## src/rtl/dfn_misr_bank.sv

```systemverilog
// WIDTH-bit register bank with clock enable, capture, scan shift and MISR
// compression; a shift counter pulses done when a full scan load completes.
module dfn_misr_bank #(
  parameter int               WIDTH     = 8,
  parameter logic [WIDTH-1:0] POLY      = 8'hB8,
  parameter int               SHIFT_LEN = WIDTH
) (
  input  logic             cp,
  input  logic             rn,
  input  logic             en,
  input  logic [1:0]       mode,
  input  logic [WIDTH-1:0] d,
  input  logic             si,
  output logic [WIDTH-1:0] z,
  output logic             so,
  output logic             done
);

  localparam int CW = (SHIFT_LEN < 2) ? 1 : $clog2(SHIFT_LEN + 1);
  localparam logic [CW-1:0] CNT_LAST = CW'(SHIFT_LEN - 1);

  typedef enum logic [1:0] {
    MODE_HOLD  = 2'b00,
    MODE_CAPT  = 2'b01,
    MODE_SHIFT = 2'b10,
    MODE_MISR  = 2'b11
  } mode_e;

  logic [WIDTH-1:0] r_z;
  logic [CW-1:0]    r_cnt;
  logic             r_done;

  logic [WIDTH-1:0] w_z_nxt;
  logic [CW-1:0]    w_cnt_nxt;
  logic             w_done_nxt;
  logic             w_fb;
  mode_e            w_mode;

  assign w_mode = mode_e'(mode);
  assign w_fb   = ^(r_z & POLY);

  // en=0 freezes z and the count; done only ever lasts the cycle after the
  // completing shift, so it defaults low on every edge.
  always_comb begin
    w_z_nxt    = r_z;
    w_cnt_nxt  = r_cnt;
    w_done_nxt = 1'b0;
    if (en) begin
      w_cnt_nxt = '0;
      case (w_mode)
        MODE_HOLD: w_z_nxt = r_z;
        MODE_CAPT: w_z_nxt = d;
        MODE_SHIFT: begin
          w_z_nxt = {r_z[WIDTH-2:0], si};
          if (r_cnt == CNT_LAST) begin
            w_cnt_nxt  = '0;
            w_done_nxt = 1'b1;
          end else begin
            w_cnt_nxt = r_cnt + CW'(1);
          end
        end
        MODE_MISR: w_z_nxt = {r_z[WIDTH-2:0], w_fb} ^ d;
        default:   w_z_nxt = r_z;
      endcase
    end
  end

  always_ff @(posedge cp) begin
    if (!rn) begin
      r_z    <= '0;
      r_cnt  <= '0;
      r_done <= 1'b0;
    end else begin
      r_z    <= w_z_nxt;
      r_cnt  <= w_cnt_nxt;
      r_done <= w_done_nxt;
    end
  end

  assign z    = r_z;
  assign so   = r_z[WIDTH-1];
  assign done = r_done;

endmodule

```

## config.mk

```make
export PLATFORM = sky130hd
export DESIGN_NAME = dfn_misr_bank
export DESIGN_NICKNAME = d
export VERILOG_FILES = /design/src/rtl/dfn_misr_bank.sv
export SDC_FILE = /design/constraint.sdc
export NUM_CORES = 1
export LEC_CHECK = 0
export BUFFER_PORTS_ARGS = -buffer_cell sky130_fd_sc_hd__clkbuf_2
export CAP_MARGIN = 0
export CORE_MARGIN = 4
export CORE_UTILIZATION = 49
export CTS_BUF_LIST = sky130_fd_sc_hd__clkbuf_16
export DETAILED_ROUTE_END_ITERATION = 6
export MAX_ROUTING_LAYER = met4
export PLACE_DENSITY = 0.85
export SLEW_MARGIN = 20
export SYNTH_ARGS = -nofsm -noshare
export SYNTH_HDL_FRONTEND = slang
export SYNTH_SLANG_ARGS = --single-unit
```

## constraint.sdc

```tcl
create_clock -name cp -period 1.45 [get_ports cp]
set_clock_uncertainty 0.05 [all_clocks]
set_input_delay 0.29 -clock cp [delete_from_list [all_inputs] [get_ports cp]]
set_output_delay 0.29 -clock cp [all_outputs]
set_load 0.01 [all_outputs]
```

-- Word level (Yosys, flattened, before mapping)
Cells that the tools add are included.
- equal/unequal tests: 4
- bitwise operators: 2
- shifts and indexed selects: 0
- add/sub/neg operators: 1
- muxes and demuxes: 4
- div/mod/pow operators: 0
- reduce and logical (&&, ||, !) cells: 4
- order comparisons: 0
- $mul: 0
- operator list (cell ; number):
    $pmux 8 s3 ; 1
    $mux 4 ; 2
    $reduce_xor 8->1 ; 1
    $xor 8x8->8 ; 1
    $add 4x1->4 const B ; 1
    $eq 2x2->1 const B ; 2
    $eq 4x3->1 const B ; 1
    $reduce_and 3->1 ; 1
    $eq 2x1->1 const B ; 1
    $logic_not 2->1 ; 1
    $reduce_and 2->1 ; 1
    $mux 1 ; 1
    $not 1->1 ; 1
- output and inout port bits: 10
- logic and storage cells: 18
- bits in latches: 0
- ROM bits: 0
- memories: 0
- input bits: 14
- RAM bits: 0
- register bits after elaboration: 13

-- Logic depth before layout (Yosys ltp)
- depth after elaboration: 3
- mapped depth: 6
- depth with buffers taken out: 5

-- Worst setup path after synthesis
OpenSTA, ideal clock, no wires.
- path type: input to register
- from: input port mode[0]
- to: register r_z[5] (netlist: z[5])
- stages on the path: 6
- setup time: 0.119 ns
- path slack: 0.190 ns
- data arrival time: 1.091 ns
- data required time: 1.281 ns
- buffers on the path: 2
- cells stage by stage: buf_4 > buf_2 > nand2_1 > xor2_1 > a21oi_1 > o221a_2
- cells in the longest elaborated chain, start to end: 3
- elaborated cells between the ends (all ways): 7
- classes of those cells: 3 x eq/ne; 1 x mux; 1 x bitwise; 2 x reduce/logical
- RTL lines (item ; RTL line ; source):
    from (decl) ; 11 ; input logic [1:0] mode,
    parallel branches: the longest is 3 deep, another holds $pmux 8 s3 ; n/a ;
    to (signal assigned) ; 74 ; r_z <= w_z_nxt;
    to (decl) ; 29 ; logic [WIDTH-1:0] r_z;
Parallel ways; which one is timed is not known.
A chain may end at the register's enable or synchronous reset.

-- Worst setup path after layout
- from: register r_cnt[0]
- to: register r_cnt[3]
- cells in the longest elaborated chain, start to end: 3
- elaborated cells between the ends (all ways): 4
- classes of those cells: 1 x add/sub; 1 x eq/ne; 2 x mux
- RTL lines (item ; RTL line ; source):
    from (decl) ; 30 ; logic [CW-1:0] r_cnt;
    from (signal assigned) ; 75 ; r_cnt <= w_cnt_nxt;
    $add 4x1->4 / $eq 4x3->1 (equally long branches) ; 59, 55 ;
    $mux 4 * ; 55 ; if (r_cnt == CNT_LAST) begin
    $mux 4 * ; 50 ; case (w_mode)
Every way passes the cells marked *; elsewhere a longest branch is shown, timed or not.

==> impl_metrics.env <==
export IMPL_run_status="finished, final reports clean"
export IMPL_cts_root_buf="clkbuf_16"
export IMPL_cts_tree="done"
export IMPL_synthFlopType="dfxtp_1"
export IMPL_p_total_mw=1.11
export IMPL_die_w_um=47.9
export IMPL_io_buffers=23
export IMPL_hold_path_class="input pin to register"
export IMPL_nFillCells=119
export IMPL_rows=14
export IMPL_yosys_register_bits=13
export IMPL_synthCells=89
export IMPL_seq_area_um2=260
export IMPL_cap_violations=0
export IMPL_clk_pin_slew_ns=0.04
export IMPL_critPathRequiredTime_ns=1.58
export IMPL_synth_seq_area_share=0.334
export IMPL_vias=752
export IMPL_cts_sinks=13
export IMPL_multi_input_area_um2=479
export IMPL_hold_buffers=0
export IMPL_initial_core_util=0.517
export IMPL_grt_pass1_vias=659
export IMPL_via_per_inst=5.88
export IMPL_syn_area_per_cell_um2=8.74
export IMPL_first_iter_violations=23
export IMPL_min_delay_start="en"
export IMPL_setup_viol=0
export IMPL_period_minus_slack_ns=1.40
export IMPL_antenna_found_initial=0
export IMPL_power_density_nw_per_um2=1130
export IMPL_wire_per_inst_um=14.5
export IMPL_wirelength_um=1860
export IMPL_cts_setup_buffers=0
export IMPL_cts_buffers=3
export IMPL_dp_hpwl_um=1290
export IMPL_synth_area_um2=778
export IMPL_worstSetupPathType="register to register"
export IMPL_crit_path_end_kind="register"
export IMPL_tightest_slew_ns=0.341
export IMPL_layout_setup_ws_ns=0.0477
export IMPL_n_antenna_cell=0
export IMPL_cts_buffer_depth=2
export IMPL_hold_path_depth=3
export IMPL_slew_violations=0
export IMPL_fin_setup_tns_ns=0
export IMPL_io_pins=24
export IMPL_crit_arrival_ns=1.53
export IMPL_synth_edf_count=0
export IMPL_grt_overflow_total=0
export IMPL_r2r_start="r_cnt[0]"
export IMPL_worst_skew_pair_late_latency_ns=0.24
export IMPL_async_flop_share=0
export IMPL_drc=0
export IMPL_layout_nets=128
export IMPL_grt_max_degree=20
export IMPL_syn_nets=104
export IMPL_slew_headroom=0.773
export IMPL_grt_pass1_wl_um=3060
export IMPL_htree_levels=1
export IMPL_cp_startpoint="r_cnt[0]"
export IMPL_start_kind="register"
export IMPL_final_core_util=0.653
export IMPL_grt_usage=0.195
export IMPL_rsz0062_at_grt="false"
export IMPL_final_area_um2=983
export IMPL_yosysWarnings=0
export IMPL_die_h_um=47.9
export IMPL_r2r_cells=5
export IMPL_min_period_over_period=0.967
export IMPL_preCtsSetupSlack_ns=0.0333
export IMPL_peakVddDrop_mv=0.683
export IMPL_layout_drive_gt1_share=0.366
export IMPL_drt_pass1_iter_count=4
export IMPL_die_area_um2=2290
export IMPL_hold_viol=0
export IMPL_detail_route_antenna_nets=0
export IMPL_place_area_um2=896
export IMPL_fmax_ghz=0.713
export IMPL_place_inst=124
export IMPL_p_leak_nw=0.435
export IMPL_core_area_um2=1510
export IMPL_whs_ns=0.332
export IMPL_area_delta_synth_final_pct=26.4
export IMPL_stdcell_count=128
export IMPL_gp_congestion=0.865
export IMPL_synth_distinct_cells=28
export IMPL_critPathMaxFanout=3
-- final timing paths --
| kind | to | slack (ns) |
|---|---|---|
| max | r_cnt[3] | 0.05 |
| min | z[0] | 0.33 |
| max reg2reg | r_cnt[3] | 0.05 |
| min reg2reg | r_cnt[1] | 0.42 |
-- Yosys cell counts, types with 2 or more instances --
library cell / instances / area, um^2
buf_2: 2 / 10.0
dfxtp_1: 13 / 260
a21oi_1: 10 / 50.1
inv_1: 2 / 7.51
clkbuf_1: 2 / 7.51
buf_4: 3 / 22.5
nand3_1: 4 / 20.0
nand2b_1: 2 / 12.5
nand2_1: 10 / 37.5
xnor2_1: 2 / 17.5
xor2_1: 8 / 70.1
nor2_1: 3 / 11.3
nor3b_1: 7 / 52.6
o221a_2: 7 / 78.8
-- power by group --
part           switching [mW]  internal, mW
clock network           0.144         0.363
logic                   0.104        0.0969
registers              0.0213         0.379
-- per-layer routing --
metal  vias to the layer above  global-route usage  part of all wire
met5                         -                   -                 0
met4                         0              0.0538             0.013
met3                         6              0.0564             0.072
met2                        31               0.303              0.46
met1                       347               0.245              0.45
li1                        368                   -                 -
-- state kept, by name, summed over array words and instances, names as in the netlist --
name	flops
z	8
r_cnt	4
done	1
-- cell usage in the layout (no fill, tap or decap), types with 2 or more instances in the layout --
cell       Yosys  routed
a21oi_1       10       9
buf_4          3       3
nand2_1       10      10
dfxtp_1       13      13
xnor2_1        2       2
xor2_1         8       8
nand2b_1       2       2
nor2_1         3       3
clkbuf_16      0       3
inv_1          2       3
clkbuf_2       0      23
nand3_1        4       4
nor3b_1        7       7
o221a_2        7       7
-- repair_timing --
action / 4_1_cts / 5_1_grt
setup endpoints to repair: 0 / 1
endpoints found under the hold margin: 0 / 0
gates resized for setup: 0 / 2
-- cell families (layout without fill, tap and decap cells) --
| logic type | Yosys count | count (layout) | synth area share |
|---|---|---|---|
| and+or+nand+nor | 32 | 32 | 0.236 |
| AOI/OAI and AO/OA | 22 | 22 | 0.212 |
| DFF | 13 | 13 | 0.334 |
| xor gates and xnor gates | 10 | 10 | 0.113 |
| buffers and inverters | 9 | 32 | 0.0611 |
| muxes | 2 | 2 | 0.0273 |
| adders and majority gates | 1 | 1 | 0.0161 |
-- layout make-up --
type / instances / share of cell area
multi-input cells: 67 / 0.487
flip-flops and latches: 13 / 0.265
repair buffers: 26 / 0.140
clock buffers: 3 / 0.0763
well taps: 16 / 0.0204
inverters: 2 / 0.00763
clock inverters: 1 / 0.00382
-- critical path, stage by stage, from the launching register on --
cell	delay [ns]
dfxtp_1	0.32
ha_1	0.23
nand3b_1	0.12
nand3_1	0.13
or3_4	0.38
a21oi_2	0.11
Note: power is estimated with default switching activity, not from simulation.
